$ cat src/rtl/load_store_unit.sv
// RV32I load/store unit for a word-only data memory: range/alignment checks, load extension and
// read-modify-write for SB/SH. Optional macro LSU_FAST_LOAD_EN completes legal loads from IDLE.
module load_store_unit #(
    parameter int unsigned MEM_WORDS = 33
) (
    input  logic        i_clk,
    input  logic        i_rst_n,
    input  logic        i_req,
    input  logic        i_wr,
    input  logic [2:0]  i_funct3,
    input  logic [31:0] i_addr,
    input  logic [31:0] i_wdata,
    output logic        o_busy,
    output logic        o_done,
    output logic        o_err,
    output logic [31:0] o_rdata,
    output logic        o_mem_we,
    output logic [31:0] o_mem_a,
    output logic [31:0] o_mem_wd,
    input  logic [31:0] i_mem_rd
);

    typedef enum logic [2:0] {
        S_IDLE   = 3'd0,
        S_LOAD   = 3'd1,
        S_RMW_RD = 3'd2,
        S_WRITE  = 3'd3,
        S_RESP   = 3'd4
    } state_t;

    state_t      r_state;
    logic [2:0]  r_funct3;
    logic [1:0]  r_lo;
    logic [31:0] r_wdata;
    logic        r_busy;
    logic        r_done;
    logic        r_err;
    logic [31:0] r_rdata;
    logic [31:0] r_mem_a;
    logic [31:0] r_mem_wd;

    logic        w_req_err;
    logic [31:0] w_word_a;

    function automatic logic f_req_err(input logic wr, input logic [2:0] f3, input logic [31:0] addr);
        logic legal;
        logic misal;
        logic oor;
        case (f3)
            3'b000, 3'b001, 3'b010: legal = 1'b1;
            3'b100, 3'b101:         legal = !wr;
            default:                legal = 1'b0;
        endcase
        misal = ((f3[1:0] == 2'b01) && addr[0]) || ((f3[1:0] == 2'b10) && (addr[1:0] != 2'b00));
        oor   = ({2'b00, addr[31:2]} >= MEM_WORDS);
        return !legal || misal || oor;
    endfunction

    function automatic logic [31:0] f_load_ext(input logic [2:0] f3, input logic [1:0] lo, input logic [31:0] word);
        logic [7:0]  b;
        logic [15:0] h;
        b = word[{lo, 3'b000} +: 8];
        h = lo[1] ? word[31:16] : word[15:0];
        case (f3)
            3'b000:  return {{24{b[7]}}, b};
            3'b001:  return {{16{h[15]}}, h};
            3'b100:  return {24'd0, b};
            3'b101:  return {16'd0, h};
            default: return word;
        endcase
    endfunction

    // Only the addressed lane of the old word is replaced; the rest is written back unchanged.
    function automatic logic [31:0] f_merge(input logic [2:0] f3, input logic [1:0] lo,
                                            input logic [31:0] old, input logic [31:0] wd);
        logic [31:0] m;
        m = old;
        case (f3[1:0])
            2'b00: m[{lo, 3'b000} +: 8] = wd[7:0];
            2'b01: begin
                if (lo[1]) m[31:16] = wd[15:0];
                else       m[15:0]  = wd[15:0];
            end
            default: m = wd;
        endcase
        return m;
    endfunction

    assign w_req_err = f_req_err(i_wr, i_funct3, i_addr);
    assign w_word_a  = {i_addr[31:2], 2'b00};

    assign o_busy   = r_busy;
    assign o_done   = r_done;
    assign o_err    = r_err;
    assign o_rdata  = r_rdata;
    assign o_mem_wd = r_mem_wd;
    // Reset asserted during WRITE must suppress the memory write in that same cycle.
    assign o_mem_we = (r_state == S_WRITE) && i_rst_n;
`ifdef LSU_FAST_LOAD_EN
    assign o_mem_a  = (r_state == S_IDLE) ? w_word_a : r_mem_a;
`else
    assign o_mem_a  = r_mem_a;
`endif

    // Request FSM with registered status, data and memory-side outputs.
    always_ff @(posedge i_clk) begin
        if (!i_rst_n) begin
            r_state  <= S_IDLE;
            r_funct3 <= 3'd0;
            r_lo     <= 2'd0;
            r_wdata  <= 32'd0;
            r_busy   <= 1'b0;
            r_done   <= 1'b0;
            r_err    <= 1'b0;
            r_rdata  <= 32'd0;
            r_mem_a  <= 32'd0;
            r_mem_wd <= 32'd0;
        end else begin
            case (r_state)
                S_IDLE: begin
                    r_done <= 1'b0;
                    r_err  <= 1'b0;
                    if (i_req) begin
                        r_funct3 <= i_funct3;
                        r_lo     <= i_addr[1:0];
                        r_wdata  <= i_wdata;
                        r_busy   <= 1'b1;
                        if (w_req_err) begin
                            r_state <= S_RESP;
                            r_done  <= 1'b1;
                            r_err   <= 1'b1;
                        end else if (!i_wr) begin
                            r_mem_a <= w_word_a;
`ifdef LSU_FAST_LOAD_EN
                            r_rdata <= f_load_ext(i_funct3, i_addr[1:0], i_mem_rd);
                            r_state <= S_RESP;
                            r_done  <= 1'b1;
`else
                            r_state <= S_LOAD;
`endif
                        end else if (i_funct3[1:0] == 2'b10) begin
                            r_mem_a  <= w_word_a;
                            r_mem_wd <= i_wdata;
                            r_state  <= S_WRITE;
                        end else begin
                            r_mem_a <= w_word_a;
                            r_state <= S_RMW_RD;
                        end
                    end else begin
                        r_busy <= 1'b0;
                    end
                end
                S_LOAD: begin
                    r_rdata <= f_load_ext(r_funct3, r_lo, i_mem_rd);
                    r_state <= S_RESP;
                    r_done  <= 1'b1;
                end
                S_RMW_RD: begin
                    r_mem_wd <= f_merge(r_funct3, r_lo, i_mem_rd, r_wdata);
                    r_state  <= S_WRITE;
                end
                S_WRITE: begin
                    r_state <= S_RESP;
                    r_done  <= 1'b1;
                end
                S_RESP: begin
                    r_state <= S_IDLE;
                    r_busy  <= 1'b0;
                    r_done  <= 1'b0;
                    r_err   <= 1'b0;
                end
                default: begin
                    r_state <= S_IDLE;
                    r_busy  <= 1'b0;
                    r_done  <= 1'b0;
                    r_err   <= 1'b0;
                end
            endcase
        end
    end

endmodule

$ cat config.mk
export PLATFORM = sky130hd
export DESIGN_NAME = load_store_unit
export DESIGN_NICKNAME = d
export VERILOG_FILES = /design/src/rtl/load_store_unit.sv
export SDC_FILE = /design/constraint.sdc
export NUM_CORES = 1
export LEC_CHECK = 0
export CAP_MARGIN = 0
export CORE_UTILIZATION = 45
export CTS_BUF_LIST = sky130_fd_sc_hd__clkbuf_8
export DETAILED_ROUTE_END_ITERATION = 10
export PLACE_DENSITY_LB_ADDON = 0.3
export SYNTH_ARGS = -nofsm -noshare
export SYNTH_HDL_FRONTEND = slang
export SYNTH_SLANG_ARGS = --single-unit
export TNS_END_PERCENT = 100
$ cat constraint.sdc
create_clock -name i_clk -period 2.8 [get_ports i_clk]
set_input_delay 0.56 -clock i_clk [delete_from_list [all_inputs] [get_ports i_clk]]
set_output_delay 0.56 -clock i_clk [all_outputs]
set_load 0.02 [all_outputs]
==> impl_summary.md, run 1 <==
Clock tree
The number of buffers created by CTS is 17. The number of gates resized after cts is 0. The maximum level of the CTS H-tree is 4. After clock tree synthesis, the clock-pin slew on the worst setup and hold paths is 0.09 ns. CTS saw 137 sinks.

No sink is reached through more buffers than the 2 on the longest clock path. TritonCTS built the clock tree. At the later pin of the worst-skew pair, clock insertion delay measures 0.46 ns. Clock tree synthesis selected as its root buffer the cell sky130_fd_sc_hd__clkbuf_8. The hold buffer count at CTS is 0. Post-CTS timing repair inserted 0 buffers for setup.

Run
Max-cap violations in this run came to 0.

Floorplanning
The floorplan has 43 rows. The core area is 14000 um2. The die covers 15000 um2. The floorplan step set the die width to 123 um. From bottom edge to top edge, the die measures roughly 120 um. Pin placement for this block handled 203 I/O pins. The effective utilization at floorplan is 46.6%.

Worst setup path
The largest driver fanout on the critical path is 10. By startpoint and endpoint, the worst setup path is classified as reg2reg. The worst stage delay on the critical path is 0.70 ns. The signal on the critical path passes through clkinv_1, ha_1, nor4bb_1, a221o_1, a221o_1, o211ai_1, mux2i_1. The endpoint type of the worst setup path is a flop. STA classifies the critical path startpoint as a flop.

Data on the critical path arrives at its endpoint at 2.97 ns. STA puts the critical path data required time at between 3 and 4 ns. The critical path's most frequent cell is sky130_fd_sc_hd__a221o_1. The slowest stage of the critical path belongs to the cell sky130_fd_sc_hd__nor4bb_1.

Routing
The number of vias per cell is 5.74. The top routing layer in use is met4. The routed design uses about 1700 um of met3 wire. The overall routed net length is 20300 um.

The post-detailed-route count of antenna-violating nets is 0. The violation count after the first detailed-route iteration is 528. In the final routed layout, each cell accounts on average for 17.8 um. The routed length on met2 is a little under 10000 um.

After detailed routing, the wire length on met1 is approximately 8100 um. The remaining design rule violation count is 0. The number of optimization iterations in the first detailed-route pass is 5. The via total after detailed routing is 6538.

Layout
The area added between synthesis and finish is 39.0%. The finished layout holds about 1100 standard cells, fillers aside. The final layout contains between 1000 and 1500 nets. Of the cells placed in the final design, the portion with a size suffix greater than 1 is 8.55%. At the end of the flow the core is filled with cells to 64.8%. The number of antenna cells inserted is 0. Counting the fill cells in the layout gives 1189.

Global routing
The pin count of the biggest net entering global routing is 92. Global routing used 27.3% of the available tracks across all layers. The number of global-route vias before repair is 6092. The wire length of the first global-routing pass is between 30000 and 40000 um. After global routing the overflow that remains totals 0. The initial antenna violation count is 0.

Power
Sequential cells account for 48.3% of the total power. The share of total power in combinational logic is approximately 13%. In this run the static leakage power is 3.24 nW. The power density relative to cell area is 461 nW/um2. The clock network burns 39.1% of the power. Summed over all nets, the switching power comes to between 1 and 1.5 mW. In this run switching power makes up 30.5% of total power. The highest ir drop seen on vdd is 322 uV.

The internal power is a little under 3 mW. Overall power consumption after layout is estimated at 4.19 mW.

Timing
For the pin with the worst max-slew slack, the measured transition is 0.903 ns. The sum of negative setup slack is 0 ns. The maximum frequency from static timing analysis is 388 MHz. Setup violations remaining at the end of the flow were counted as 0. The final max-slew violation count is 0.

In this run the tightest slew margin relative to its limit is between 30% and 40%. Once routing completed, OpenROAD measured the worst setup slack at between 0.2 and 0.25 ns. On the final layout, the worst clock skew is 0.0124 ns. The hold violation count in the final report is 0. In the finished design, the share of the clock period the worst path needs comes to 92.2%.

Setup repair after global routing left no endpoint under its margin. The final period demand of the worst path is 2.58 ns.

Logic synthesis
The count of flip-flops with a built-in enable after synthesis is 0. For this run, the number of Yosys warnings is 0. After synthesis, the share of flip-flops with an asynchronous set or reset is 0%. The fraction of the yosys area taken by sequential cells is 41.9%. The number of distinct library cell variants in the gate-level netlist after synthesis is 57. Among all flip-flop cells after synthesis, the most frequent one is sky130_fd_sc_hd__dfxtp_1.

Synthesis handed over a netlist of 768 instances. The average cell area after synthesis is 8.52 um2. The number of register bits inferred by synthesis is 137.

The post-synth design cell area is 6540 um2.

Place
The count of buffers inserted at the top-level ports is 200. Detailed placement ended at an HPWL of 14500 um. In this run, placement finished with an instance count of ~1100.

Timing analysis after detailed placement gives a worst setup slack of 0.141 ns. The routability congestion estimate from global placement is 0.875.

Run status
The run finished with clean final reports.

Worst hold path
The tightest min-delay check is of the in2reg type.
==> synthesized netlist by cell type (all sizes together), types with 16 or more instances <==
master,count,area (um2)
a221o,29,290
buf,33,185
nor2,21,78.8
clkbuf,32,120
o211ai,27,203
nand2,141,529
dfxtp,137,2740
mux2,16,203
mux2i,29,290
o21ai,37,200
and2,34,213
a21oi,97,485
==> layout by cell type (no fill, tap or decap), drive strengths merged, types with 8 or more instances in the layout <==
cell type	n
buf	24
mux2	16
nor2	21
nand2	141
clkdlybuf4s50	199
o211ai	27
dfxtp	137
o21ai	37
a221oi	9
o221ai	12
clkbuf	17
a21oi	97
nand3b	9
nand3	12
nor2b	11
and2	34
a31oi	8
inv	21
a221o	29
mux2i	29
==> worst max-delay path, delay by kind of cell (launching register included) <==
| kind | cells | cell delay (ns) |
|---|---|---|
| buf+inv | 1 | 0.30 |
| mux | 1 | 0.17 |
| fa+ha+maj | 1 | 0.50 |
| flops | 1 | 0.34 |
| compound gates | 3 | 0.51 |
| simple gates | 1 | 0.70 |
==> stage by stage <==
step / area [um2] / hold slack, ns
after CTS: 9090 / 0.430
after global placement: 8690 / 0.440
after detailed placement: 8690 / 0.443
after floorplan: 6550 / 0.436
after global routing: 9090 / 0.458
final: 9090 / 0.446
==> power groups by stage <==
stage          logic [mW]  clock network [mW]  registers (mW)
2_1_floorplan       0.266                   0            2.05
3_3_place_gp        0.515                   0            2.07
3_5_place_dp        0.519                   0            2.07
4_1_cts             0.521                1.66            2.02
5_1_grt             0.564                1.76            2.03
6_report            0.527                1.64            2.03
==> registers in the layout, summed over array words and instances, names as in the netlist <==
name and flops:
r_funct3 3, o_rdata 32, r_state 3, o_mem_a 30, r_wdata 32, o_mem_wd 32, o_done 1, o_busy 1
o_err 1, r_lo 2
==> worst paths after layout <==
kind	start	end	slack [ns]	depth (start not counted)
worst min-delay path	i_rst_n	r_state[2]$_SDFFE_PN0P_	0.45	4
worst max register to register	r_lo[1]$_SDFFE_PN0P_	o_mem_wd[26]$_SDFFE_PN0P_	0.22	7
worst max-delay path	r_lo[1]$_SDFFE_PN0P_	o_mem_wd[26]$_SDFFE_PN0P_	0.22	7
worst min register to register	o_rdata[2]$_SDFFE_PN0P_	o_rdata[2]$_SDFFE_PN0P_	0.46	2
==> kinds of logic after synthesis <==
logic type	after synthesis	share of synthesized area, %
buffers and inverters	76	5.30
AND/OR/NAND/NOR	266	20.0
flip-flops	137	41.9
AO/OA/AOI/OAI	237	23.8
multiplexers	46	7.88
adder cells (fa/ha/maj)	5	0.956
other	1	0.0573
==> metal layers <==
metal	GRT usage (%)	up-vias
met3	7.02	50
met5	0	-
met4	11.7	0
li1	-	3131
met2	47.1	315
met1	31.7	3042
==> final cells by class <==
cell class | instances | area, um2 | area share [%]
Multi-Input combinational cell | 556 | 3460 | 38.1
Clock buffer | 17 | 234 | 2.57
Sequential cell | 137 | 2740 | 30.2
Clock inverter | 15 | 169 | 1.86
Inverter | 11 | 41.3 | 0.454
Timing Repair Buffer | 223 | 2220 | 24.4
Tap cell | 180 | 225 | 2.48
No activity file was read; power rests on OpenSTA's default activity.
==> run 2: changes to the inputs <==
--- a/config.mk
+++ b/config.mk
@@ -6,7 +6,7 @@
 export NUM_CORES = 1
 export LEC_CHECK = 0
 export CAP_MARGIN = 0
-export CORE_UTILIZATION = 45
+export CORE_UTILIZATION = 52
 export CTS_BUF_LIST = sky130_fd_sc_hd__clkbuf_8
 export DETAILED_ROUTE_END_ITERATION = 10
 export PLACE_DENSITY_LB_ADDON = 0.3
==> constraint.sdc (replaced) <==
create_clock -name i_clk -period 3.3 [get_ports i_clk]
set_input_delay 0.66 -clock i_clk [delete_from_list [all_inputs] [get_ports i_clk]]
set_output_delay 0.66 -clock i_clk [all_outputs]
set_load 0.02 [all_outputs]
==> run 2 against run 1 <==
  * Maximum frequency down 3.8%
  * Setup slack improved by 0.40 ns
  * First-iteration DRC count increased by 9.8%
  * Die area decreased by 13%
  * Via count rose by 3.1%
  * Wire length grew 3.8%
  * Count of clock-buffer cells in the layout up 2
  * Non-clock buffer count shrank 5
  * Total power down 11%
  * Clock power fell by 5%
  * Sequential share of layout area grew 0.13 points
  * Largest cell class unchanged
==> impl_summary.md, run 2 (synthesis gave the netlist of run 1 again) <==
Timing
The clock tree skew after final layout is 0.00809 ns (was 0.0124 ns). The hold violation count in the final report is 0 (unchanged). The total of endpoints with negative setup slack in the final report came to 0 (unchanged).

The maximum frequency from static timing analysis is 373 MHz (was 388 MHz). Setup repair after global routing missed its margin: no (unchanged). The final period demand of the worst path is 2.68 ns (was 2.58 ns). The headroom to the max-slew limit was 24.3% (was 39.8%). The final max-slew violation count was 0 (unchanged).

The share of the clock period used by the worst path is 81.3% (was 92.2%). The post-route worst hold slack is 0.457 ns (was 0.446 ns). The slew at the pin closest to its max-slew limit is 1.14 ns (was 0.903 ns). The sum of negative setup slack is 0 ns (unchanged).

Worst setup path
The critical path's most frequent cell is sky130_fd_sc_hd__a221o_1 (unchanged). The sort of element at the start of the critical path is a flop (unchanged). The worst stage delay on the critical path was 0.69 ns (was 0.70 ns).

The arrival time of the worst setup path came to 3.04 ns (was 2.97 ns). The type of the worst setup path is reg2reg (unchanged). The required time at the worst-slack endpoint is 3.66 ns (was 3.19 ns). The library cell contributing the largest single delay on the critical path is sky130_fd_sc_hd__nor4bb_1 (unchanged). Critical path, cell by cell: clkinv_1, ha_1, nor4bb_1, a221o_1, a221o_1, o211ai_1, mux2i_1 (unchanged).

The endpoint type of the worst setup path is a flop (unchanged). The largest driver fanout on the critical path is 10 (unchanged).

Routing
The overall routed net length is 21100 um (was 20300 um). The remaining design rule violation count is 0 (unchanged). The number of optimization iterations in the first detailed-route pass was 5 (unchanged).

The number of vias per cell is 6.01 (was 5.74). The violation count after the first detailed-route iteration is 580 (was 528). The routed length per instance is 18.8 um (was 17.8 um).

The post-detailed-route count of antenna-violating nets came to 0 (unchanged). The via total after detailed routing is 6741 (was 6538).

Run
The number of maximum-capacitance violations is 0 (unchanged).

Clock tree
The CTS tree is built (unchanged). The clock-pin transition on the worst setup and hold timing paths is 0.08 ns (was 0.09 ns). The number of gates resized after cts is 0 (unchanged). The total setup buffers inserted after CTS is 0 (unchanged). The clock net sink count is 137 (unchanged). The clock root buffer was sky130_fd_sc_hd__clkbuf_8 (unchanged). The number of buffers created by CTS was 17 (unchanged). The hold buffer count at CTS was 0 (unchanged). The maximum level of the CTS H-tree came to 4 (unchanged).

The clock network latency to the later pin of the worst-skew pair is 0.44 ns (was 0.46 ns). The number of buffers on the longest clock path is 2 (unchanged).

Power
The power density relative to cell area is 411 nW/um2 (was 461 nW/um2). The highest ir drop seen on vdd is 226 uV (was 322 uV). The static leakage power was 3.22 nW (was 3.24 nW). The share of total power in combinational logic came to 12.0% (was 12.6%). The overall power after layout is 3.72 mW (was 4.19 mW).

The switching portion of total power is 25.9% (was 30.5%). The proportion of power drawn by flip-flops and latches came to 46.3% (was 48.3%). The total net switching power came to 962 uW (was 1.28 mW). The internal power is 2.76 mW (was 2.91 mW). The power share of the clock group is 41.8% (was 39.1%).

Layout
The most common cell after layout, fill and taps aside is sky130_fd_sc_hd__clkdlybuf4s50_1 (unchanged). The area added between synthesis and finish is 38.4% (was 39.0%). Commonest non-fill, non-tap cells in the layout: sky130_fd_sc_hd__clkdlybuf4s50_1, sky130_fd_sc_hd__nand2_1, sky130_fd_sc_hd__dfxtp_1 (unchanged).

The fill cell instance count of the final layout is 896 (was 1189). The ratio of cells with drive above 1 in the final layout is 8.08% (was 8.55%). The total number of nets in the final design is 1049 (was 1054). The number of antenna cells inserted is 0 (unchanged).

The post-layout instance count excluding filler cells came to 1121 (was 1139).

Floorplanning
The effective utilization at floorplan is 53.8% (was 46.6%). The die width came to 114 um (was 123 um). The number of top-level design ports is 203 (unchanged).

The row count came to 40 (was 43). The die boundary height is 114 um (was 123 um). The core area is 12200 um2 (was 14000 um2). The total die area came to 13000 um2 (was 15000 um2).

Place
The routability congestion estimate from global placement came to 0.926 (was 0.875). The cell total after placement was 1090 (was 1107). The count of buffers inserted at the top-level ports is 200 (unchanged).

The HPWL reported at the end of detailed placement was 15100 um (was 14500 um).

Global routing
The wire length of the first global-routing pass is 33300 um (was 31200 um). The number of global-route vias before repair is 6629 (was 6092). The aggregate global-route resource usage is 32.9% (was 27.3%). The pin count of the biggest net entering global routing was 92 (unchanged).

The initial antenna violation count came to 0 (unchanged). The global-route congestion overflow total was 0 (unchanged).

Run status
Result of the run: finished, final reports clean (unchanged).

Worst hold path
The path class of the lowest-slack min-delay path is reg2reg (was in2reg).
run 2: cell count changes in the layout (fill, tap and decap cells not counted), moves of 2 or more:
cell / previous run / this run
sky130_fd_sc_hd__buf_12: 4 / 1
sky130_fd_sc_hd__clkinvlp_4: 0 / 2
sky130_fd_sc_hd__clkinv_8: 3 / 0
sky130_fd_sc_hd__clkbuf_8: 17 / 19
sky130_fd_sc_hd__inv_8: 6 / 0
sky130_fd_sc_hd__bufinv_16: 0 / 4
sky130_fd_sc_hd__buf_4: 19 / 17
run 2: final cells by class:
cell class | count | area (um2) | area share [%]
Inverter | 11 | 41.3 | 0.456
Clock buffer | 19 | 262 | 2.89
Sequential cell | 137 | 2740 | 30.3
Timing Repair Buffer | 218 | 2140 | 23.7
Multi-Input combinational cell | 556 | 3470 | 38.3
Tap cell | 168 | 210 | 2.32
Clock inverter | 12 | 188 | 2.07
run 2: final timing paths:
| path | slack [ns] | endpoint | cells past startpoint | start |
|---|---|---|---|---|
| worst min-delay path | 0.46 | o_mem_wd[28]$_SDFFE_PN0P_ | 2 | o_mem_wd[28]$_SDFFE_PN0P_ |
| worst max register to register | 0.62 | o_mem_wd[27]$_SDFFE_PN0P_ | 7 | r_lo[1]$_SDFFE_PN0P_ |
| worst min register to register | 0.46 | o_mem_wd[28]$_SDFFE_PN0P_ | 2 | o_mem_wd[28]$_SDFFE_PN0P_ |
| worst max-delay path | 0.62 | o_mem_wd[27]$_SDFFE_PN0P_ | 7 | r_lo[1]$_SDFFE_PN0P_ |
run 2: power by group through the flow:
| stage | registers (mW) | logic [mW] | clock network [mW] |
|---|---|---|---|
| 3_3_place_gp | 1.76 | 0.425 | 0 |
| 2_1_floorplan | 1.74 | 0.226 | 0 |
| 4_1_cts | 1.72 | 0.437 | 1.57 |
| 6_report | 1.72 | 0.445 | 1.55 |
| 5_1_grt | 1.72 | 0.479 | 1.65 |
| 3_5_place_dp | 1.76 | 0.435 | 0 |
run 2: metrics by stage:
stage	utilization, %	instance area (um2)	worst slack (ns)
CTS	74.4	9050	0.656
global route	74.5	9050	0.470
global placement	70.7	8600	0.400
finish	74.5	9050	0.617
floorplan	-	6550	1.01
detailed placement	70.7	8600	0.228
run 2: worst max-delay path: cells and delay by family (launching register included):
family	cells	cell delay, ns
multiplexers	1	0.20
adder cells (fa/ha/maj)	1	0.53
AO/OA/AOI/OAI	3	0.52
buffers and inverters	1	0.32
flip-flops	1	0.35
AND/OR/NAND/NOR	1	0.69
run 2: layer usage:
layer  wire [um]  up-vias  track usage (%)  share of wire [%]
met3        1800       61             7.78                8.6
li1            -     3117                -                  -
met2       10500      368             57.9                 50
met5           0        -                0                  0
met1        7910     3195             37.2                 38
met4         827        0             16.7                3.9
